===== src/rtl/spi_target_fifo.sv =====
// SPI target with a TX word FIFO: oversamples sclk/cs/mosi in the clk domain,
// delivers received words as one-cycle pulses and streams queued words out on miso.
module spi_target_fifo #(
  parameter int WORD_W = 16,
  parameter int DEPTH  = 8,
  parameter int CPOL   = 0,
  parameter int CPHA   = 0
) (
  input  logic                       clk,
  input  logic                       reset_n,
  input  logic                       sclk,
  input  logic                       cs,
  input  logic                       mosi,
  output logic                       miso,
  output logic [WORD_W-1:0]          rx_data,
  output logic                       rx_valid,
  input  logic [WORD_W-1:0]          tx_data,
  input  logic                       tx_valid,
  output logic                       tx_ready,
  output logic [$clog2(DEPTH+1)-1:0] tx_count,
  output logic                       tx_underrun,
  output logic                       frame_err
);

  localparam int AW = $clog2(DEPTH);
  localparam int CW = $clog2(WORD_W + 1);
  localparam int NW = $clog2(DEPTH + 1);
  localparam logic [CW-1:0] LAST_BIT  = CW'(WORD_W);
  localparam logic [NW-1:0] FULL_CNT  = NW'(DEPTH);
  localparam logic          SCLK_IDLE = (CPOL != 0);

  typedef enum logic {IDLE, SHIFT} state_t;

  // Synchronizers plus one edge-detect stage per input
  logic sclk_s1_q, sclk_s2_q, sclk_d1_q;
  logic cs_s1_q, cs_s2_q, cs_d1_q;
  logic mosi_s1_q, mosi_s2_q, mosi_d1_q;

  // NOTE: sequential state uses non-blocking assignments so every flop samples pre-edge values.
  always_ff @(posedge clk or negedge reset_n) begin
    if (!reset_n) begin
      sclk_s1_q <= SCLK_IDLE;
      sclk_s2_q <= SCLK_IDLE;
      sclk_d1_q <= SCLK_IDLE;
      cs_s1_q   <= 1'b1;
      cs_s2_q   <= 1'b1;
      cs_d1_q   <= 1'b1;
      mosi_s1_q <= 1'b0;
      mosi_s2_q <= 1'b0;
      mosi_d1_q <= 1'b0;
    end else begin
      sclk_s1_q <= sclk;
      sclk_s2_q <= sclk_s1_q;
      sclk_d1_q <= sclk_s2_q;
      cs_s1_q   <= cs;
      cs_s2_q   <= cs_s1_q;
      cs_d1_q   <= cs_s2_q;
      mosi_s1_q <= mosi;
      mosi_s2_q <= mosi_s1_q;
      mosi_d1_q <= mosi_s2_q;
    end
  end

  logic sclk_rise, sclk_fall, lead_edge, trail_edge, sample_edge, shift_edge;
  logic cs_fall, cs_rise;

  assign sclk_rise   = sclk_s2_q & ~sclk_d1_q;
  assign sclk_fall   = ~sclk_s2_q & sclk_d1_q;
  assign lead_edge   = (CPOL != 0) ? sclk_fall : sclk_rise;
  assign trail_edge  = (CPOL != 0) ? sclk_rise : sclk_fall;
  assign sample_edge = (CPHA != 0) ? trail_edge : lead_edge;
  assign shift_edge  = (CPHA != 0) ? lead_edge : trail_edge;
  assign cs_fall     = ~cs_s2_q & cs_d1_q;
  assign cs_rise     = cs_s2_q & ~cs_d1_q;

  // TX FIFO storage
  logic [WORD_W-1:0] mem_q [DEPTH];
  logic [AW-1:0]     wr_ptr_q, wr_ptr_d, rd_ptr_q, rd_ptr_d;
  logic [NW-1:0]     count_q, count_d;
  logic              fifo_full, fifo_empty, push, pop;

  assign fifo_full  = (count_q == FULL_CNT);
  assign fifo_empty = (count_q == '0);
  assign push       = tx_valid & ~fifo_full;

  // NOTE: FIFO storage has no reset; occupancy alone decides what is readable.
  always_ff @(posedge clk) begin
    if (push) mem_q[wr_ptr_q] <= tx_data;
  end

  state_t            state_q, state_d;
  logic [CW-1:0]     bit_cnt_q, bit_cnt_d;
  logic [WORD_W-1:0] rx_sh_q, rx_sh_d, tx_sh_q, tx_sh_d, rx_data_q, rx_data_d;
  logic              rx_valid_q, rx_valid_d, underrun_q, underrun_d, frame_err_q, frame_err_d;
  logic              pend_q, pend_d, armed_q, armed_d;
  logic [1:0]        warm_q, warm_d;

  // NOTE: every always_comb output gets a default first so no latch is inferred.
  always_comb begin
    state_d     = state_q;
    bit_cnt_d   = bit_cnt_q;
    rx_sh_d     = rx_sh_q;
    tx_sh_d     = tx_sh_q;
    rx_data_d   = rx_data_q;
    rx_valid_d  = 1'b0;
    underrun_d  = 1'b0;
    frame_err_d = 1'b0;
    pend_d      = pend_q;
    pop         = 1'b0;
    // A frame may only open once cs has been seen high through the synchronizer
    warm_d      = (warm_q == 2'd2) ? warm_q : warm_q + 2'd1;
    armed_d     = armed_q | ((warm_q == 2'd2) & cs_s2_q);

    unique case (state_q)
      IDLE: begin
        if (cs_fall && armed_q) begin
          state_d   = SHIFT;
          bit_cnt_d = '0;
          if (fifo_empty) begin
            tx_sh_d    = '0;
            underrun_d = 1'b1;
          end else begin
            tx_sh_d = mem_q[rd_ptr_q];
            pop     = 1'b1;
          end
        end
      end
      SHIFT: begin
        if (cs_rise) begin
          state_d     = IDLE;
          frame_err_d = (bit_cnt_q != '0) && (bit_cnt_q != LAST_BIT);
          if (bit_cnt_q == LAST_BIT) begin
            rx_data_d  = rx_sh_q;
            rx_valid_d = 1'b1;
          end
          bit_cnt_d = '0;
          tx_sh_d   = '0;
          pend_d    = 1'b0;
        end else if (bit_cnt_q == LAST_BIT) begin
          rx_data_d  = rx_sh_q;
          rx_valid_d = 1'b1;
          bit_cnt_d  = '0;
          // An empty boundary load is reported when the MCU starts clocking that word
          if (fifo_empty) begin
            tx_sh_d = '0;
            pend_d  = 1'b1;
          end else begin
            tx_sh_d = mem_q[rd_ptr_q];
            pop     = 1'b1;
          end
        end else begin
          if (sample_edge) begin
            rx_sh_d   = {rx_sh_q[WORD_W-2:0], mosi_d1_q};
            bit_cnt_d = bit_cnt_q + 1'b1;
          end
          // Counter at 0 marks the first edge of a word: MSB is already on miso
          if (shift_edge && (bit_cnt_q != '0)) tx_sh_d = {tx_sh_q[WORD_W-2:0], 1'b0};
          if (lead_edge && pend_q) begin
            underrun_d = 1'b1;
            pend_d     = 1'b0;
          end
        end
      end
      default: state_d = IDLE;
    endcase
  end

  always_comb begin
    wr_ptr_d = push ? wr_ptr_q + 1'b1 : wr_ptr_q;
    rd_ptr_d = pop ? rd_ptr_q + 1'b1 : rd_ptr_q;
    unique case ({push, pop})
      2'b10:   count_d = count_q + 1'b1;
      2'b01:   count_d = count_q - 1'b1;
      default: count_d = count_q;
    endcase
  end

  always_ff @(posedge clk or negedge reset_n) begin
    if (!reset_n) begin
      state_q     <= IDLE;
      bit_cnt_q   <= '0;
      rx_sh_q     <= '0;
      tx_sh_q     <= '0;
      rx_data_q   <= '0;
      rx_valid_q  <= 1'b0;
      underrun_q  <= 1'b0;
      frame_err_q <= 1'b0;
      pend_q      <= 1'b0;
      armed_q     <= 1'b0;
      warm_q      <= 2'd0;
      wr_ptr_q    <= '0;
      rd_ptr_q    <= '0;
      count_q     <= '0;
    end else begin
      state_q     <= state_d;
      bit_cnt_q   <= bit_cnt_d;
      rx_sh_q     <= rx_sh_d;
      tx_sh_q     <= tx_sh_d;
      rx_data_q   <= rx_data_d;
      rx_valid_q  <= rx_valid_d;
      underrun_q  <= underrun_d;
      frame_err_q <= frame_err_d;
      pend_q      <= pend_d;
      armed_q     <= armed_d;
      warm_q      <= warm_d;
      wr_ptr_q    <= wr_ptr_d;
      rd_ptr_q    <= rd_ptr_d;
      count_q     <= count_d;
    end
  end

  assign miso        = (state_q == SHIFT) ? tx_sh_q[WORD_W-1] : 1'b0;
  assign rx_data     = rx_data_q;
  assign rx_valid    = rx_valid_q;
  assign tx_ready    = ~fifo_full;
  assign tx_count    = count_q;
  assign tx_underrun = underrun_q;
  assign frame_err   = frame_err_q;

endmodule


===== config.mk =====
export PLATFORM = sky130hd
export DESIGN_NAME = spi_target_fifo
export DESIGN_NICKNAME = d
export VERILOG_FILES = /design/src/rtl/spi_target_fifo.sv
export SDC_FILE = /design/constraint.sdc
export NUM_CORES = 1
export LEC_CHECK = 0
export CORE_ASPECT_RATIO = 1.25
export CORE_UTILIZATION = 59
export DETAILED_ROUTE_END_ITERATION = 8
export PLACE_DENSITY_LB_ADDON = 0.3
export SYNTH_ARGS = -nofsm -noshare
export SYNTH_HDL_FRONTEND = slang
export SYNTH_SLANG_ARGS = --single-unit

===== constraint.sdc =====
create_clock -name clk -period 3.35 [get_ports clk]
set_clock_uncertainty 0.2 [all_clocks]
set_input_delay 0.67 -clock clk [delete_from_list [all_inputs] [get_ports clk]]
set_output_delay 0.67 -clock clk [all_outputs]
set_load 0.005 [all_outputs]

==> results.yml <==
run_status:
  status: "completed"
sta:
  hold_viol: 0
  whs_ps: 147
  slew_violations: 0
  finalSetupViolCount: 0
  fin_setup_tns_ps: 0
  rsz0062_at_grt: "false"
  min_period_ps: 2880
  worst_pin_slew_ps: 972
  slew_headroom_pct: 35.2
  post-route-period-util_pct: 86.0
  fmax_mhz: 347
critical_path:
  critPathMaxFanout: 5
  end_kind: "flip-flop"
  cp-start-kind: "flip-flop"
  crit_required_ps: 3510
  worstSetupPathType: "flip-flop to flip-flop"
  cp_data_arrival_time_ps: 3040
floorplanning:
  core_mm2: 0.0135
  initial_core_util_pct: 61.2
  rows: 47
  die_w_um: 108
  dieArea_mm2: 0.0145
  io_pins: 47
  die_h_um: 134
clock_tree:
  cts_tree: "yes"
  cts_buffers: 20
  hold_buffers: 0
  ctsResizeCount: 0
  h-tree-depth: 1
  insertion_delay_ps: 480
  root_buffer: "clkbuf_16"
  clk_pin_slew_worst_paths_ps: 60
  clock_path_buffers: 3
  post_cts_buffers: 0
  cts.sinks: 208
power:
  p_sw_mw: 2.04
  finalPower_mw: 7.59
  power.density_mw_per_mm2: 788
  pwr-share-seq_pct: 46.5
  irDropWorstVdd_v: 0.000519
  pwr-share-comb_pct: 22.7
  static-leakage-power_nw: 3.68
  pwr-share-clk_pct: 30.8
  sw_frac_of_total_pct: 26.9
  p_int_mw: 5.55
global_routing:
  grt_pass1_vias: 4307
  grt_max_degree: 81
  grt_overflow: 0
  grt_pass1_wl_um: 23100
  antenna_found_initial: 0
  track_usage_pct: 21.5
drt:
  vias_per_cell: 5.94
  ant_nets: 0
  dr_total_vias: 4098
  avgRoutedWirePerCell_um: 21.0
  wirelength_um: 14500
  first_pass_iters: 4
  drc: 0
  first_iter_violations: 281
placement:
  portBuffers: 46
  post-dp-hpwl_um: 8630
  gp_congestion: 0.782
yosys:
  synth-compound-area-share_pct: 3.92
  ys_ff_latch: 208
  yosys-mux-area-fraction_pct: 16.1
  synthDistinctLibCells: 54
  avgSynthCellArea_um2: 18.6
  ys_async_sr_fraction_pct: 38.5
  synthFlopType: "edfxtp_1"
  synth_nets: 472
  synthAdderAreaFrac_pct: 1.21
  yosysWarnings: 0
  syn-cell-area_mm2: 0.00824
  synth-xor-area-share_pct: 1.06
  seq_area_frac_synth_pct: 71.0
  syn_inst: 442
  synth_edf_count: 128
  synth_top_family_by_area: "multiplexers"
  yosys.area_share.simple_pct: 4.61
layout:
  num_antenna_cells: 0
  final_nets: 535
  fillers: 855
  post-route-util_pct: 71.5
  final_layout_size_suffix_gt1_share_pct: 25.4
  synthToLayoutAreaGrowth_pct: 16.9
job:
  drv_cap: 0
min_path:
  hp-class: "primary input to async pin"
-- final cells by class --
type / instances / area, um^2 / area share (%)
clock inverters: 5 / 72.6 / 0.753
well taps: 171 / 214 / 2.22
multi-input cells: 204 / 2240 / 23.3
repair buffers: 63 / 598 / 6.21
inverters: 8 / 30.0 / 0.312
flip-flops and latches: 208 / 5850 / 60.7
clock buffers: 31 / 627 / 6.51
-- sequential cells by signal, summed over array words and instances (netlist names), 2 cells and up --
| name | flops |
|---|---|
| rx_sh_q | 16 |
| warm_q | 2 |
| mem_q | 128 |
| wr_ptr_q | 3 |
| rx_data | 16 |
| bit_cnt_q | 5 |
| rd_ptr_q | 3 |
| tx_sh_q | 16 |
| tx_count | 4 |
-- through the flow --
step	std cells	setup WS, ps	cell area, um^2
floorplan	442	290	8240
detailed placement	654	508	8930
finish	690	468	9630
global route	690	225	9630
CTS	690	479	9630
global placement	654	623	8930
-- worst paths after layout --
check | end | startpoint | slack [ps] | cells past startpoint
worst min register to register | mosi_d1_q | mosi_s2_q | 150 | 0
worst max register to register | tx_count[2] | bit_cnt_q[0] | 470 | 13
worst max-delay path | tx_count[2] | bit_cnt_q[0] | 470 | 13
min in group clk | mosi_d1_q | mosi_s2_q | 150 | 0
max in group asynchronous | rd_ptr_q[1] | reset_n | 2130 | 1
worst min-delay path | warm_q[1] | reset_n | 150 | 1
-- logic make-up (layout without fill, tap and decap cells) --
group,after synthesis,in the layout
compound gates,39,39
xor+xnor,10,10
fa+ha+maj,8,8
buf+inv,30,107
flops,208,208
mux,84,84
simple gates,63,63
-- layer usage --
layer	part of all wire [%]	track usage [%]	up-vias
li1	-	-	1871
met1	40	27.7	2094
met2	53	36.9	109
met3	5.1	3.35	24
met4	1.9	8.14	0
met5	0	0	-
-- synth_stat cells (all sizes together) (5+ instances only) --
master	instances	share of area, %
edfxtp	128	47
dfrtp	77	23
mux2	36	4.9
mux4	32	9.2
nor3	20	1.2
buf	18	1.6
mux2i	16	1.9
a221o	15	1.9
ha	8	1.2
inv	8	0.36
nand2	7	0.44
nor2	7	0.32
o21ai	7	0.47
xor2	6	0.64
a21oi	5	0.30
nand2b	5	0.38
nand3	5	0.30
-- cells in the final DEF (no fill, tap or decap), drive strengths merged, types with 3 or more instances in the layout --
| cell type | netlist | layout |
|---|---|---|
| clkdlybuf4s50 | 0 | 45 |
| xnor2 | 4 | 4 |
| nand2 | 7 | 7 |
| mux2i | 16 | 16 |
| edfxtp | 128 | 128 |
| mux4 | 32 | 32 |
| clkbuf | 4 | 31 |
| buf | 18 | 18 |
| xor2 | 6 | 6 |
| clkinv | 0 | 3 |
| dfrtp | 77 | 77 |
| a21oi | 5 | 5 |
| o21ai | 7 | 7 |
| dfstp | 3 | 3 |
| inv | 8 | 8 |
| nor2 | 7 | 7 |
| ha | 8 | 8 |
| nand2b | 5 | 5 |
| nand3 | 5 | 5 |
| nor3 | 20 | 20 |
| a221o | 15 | 15 |
| mux2 | 36 | 36 |
| nor3b | 3 | 3 |
-- power by group through the flow --
stage / logic, mW / clock network [mW] / registers, mW
detailed placement: 1.73 / 0 / 3.58
CTS: 1.75 / 2.38 / 3.54
global route: 1.86 / 2.47 / 3.59
finish: 1.72 / 2.34 / 3.53
floorplan: 1.35 / 0 / 3.39
global placement: 1.68 / 0 / 3.55
-- worst max-delay path, cell delays in order, from the launching register on --
cell	delay, ps
dfrtp_1	400
inv_1	110
ha_1	160
nor4bb_1	430
a21boi_2	110
nor2_1	110
buf_4	150
ha_1	270
xor2_1	100
ha_1	190
a21oi_1	160
xor2_1	160
nor2_1	60
xor2_1	140
Power figures use the tool's default switching activity.
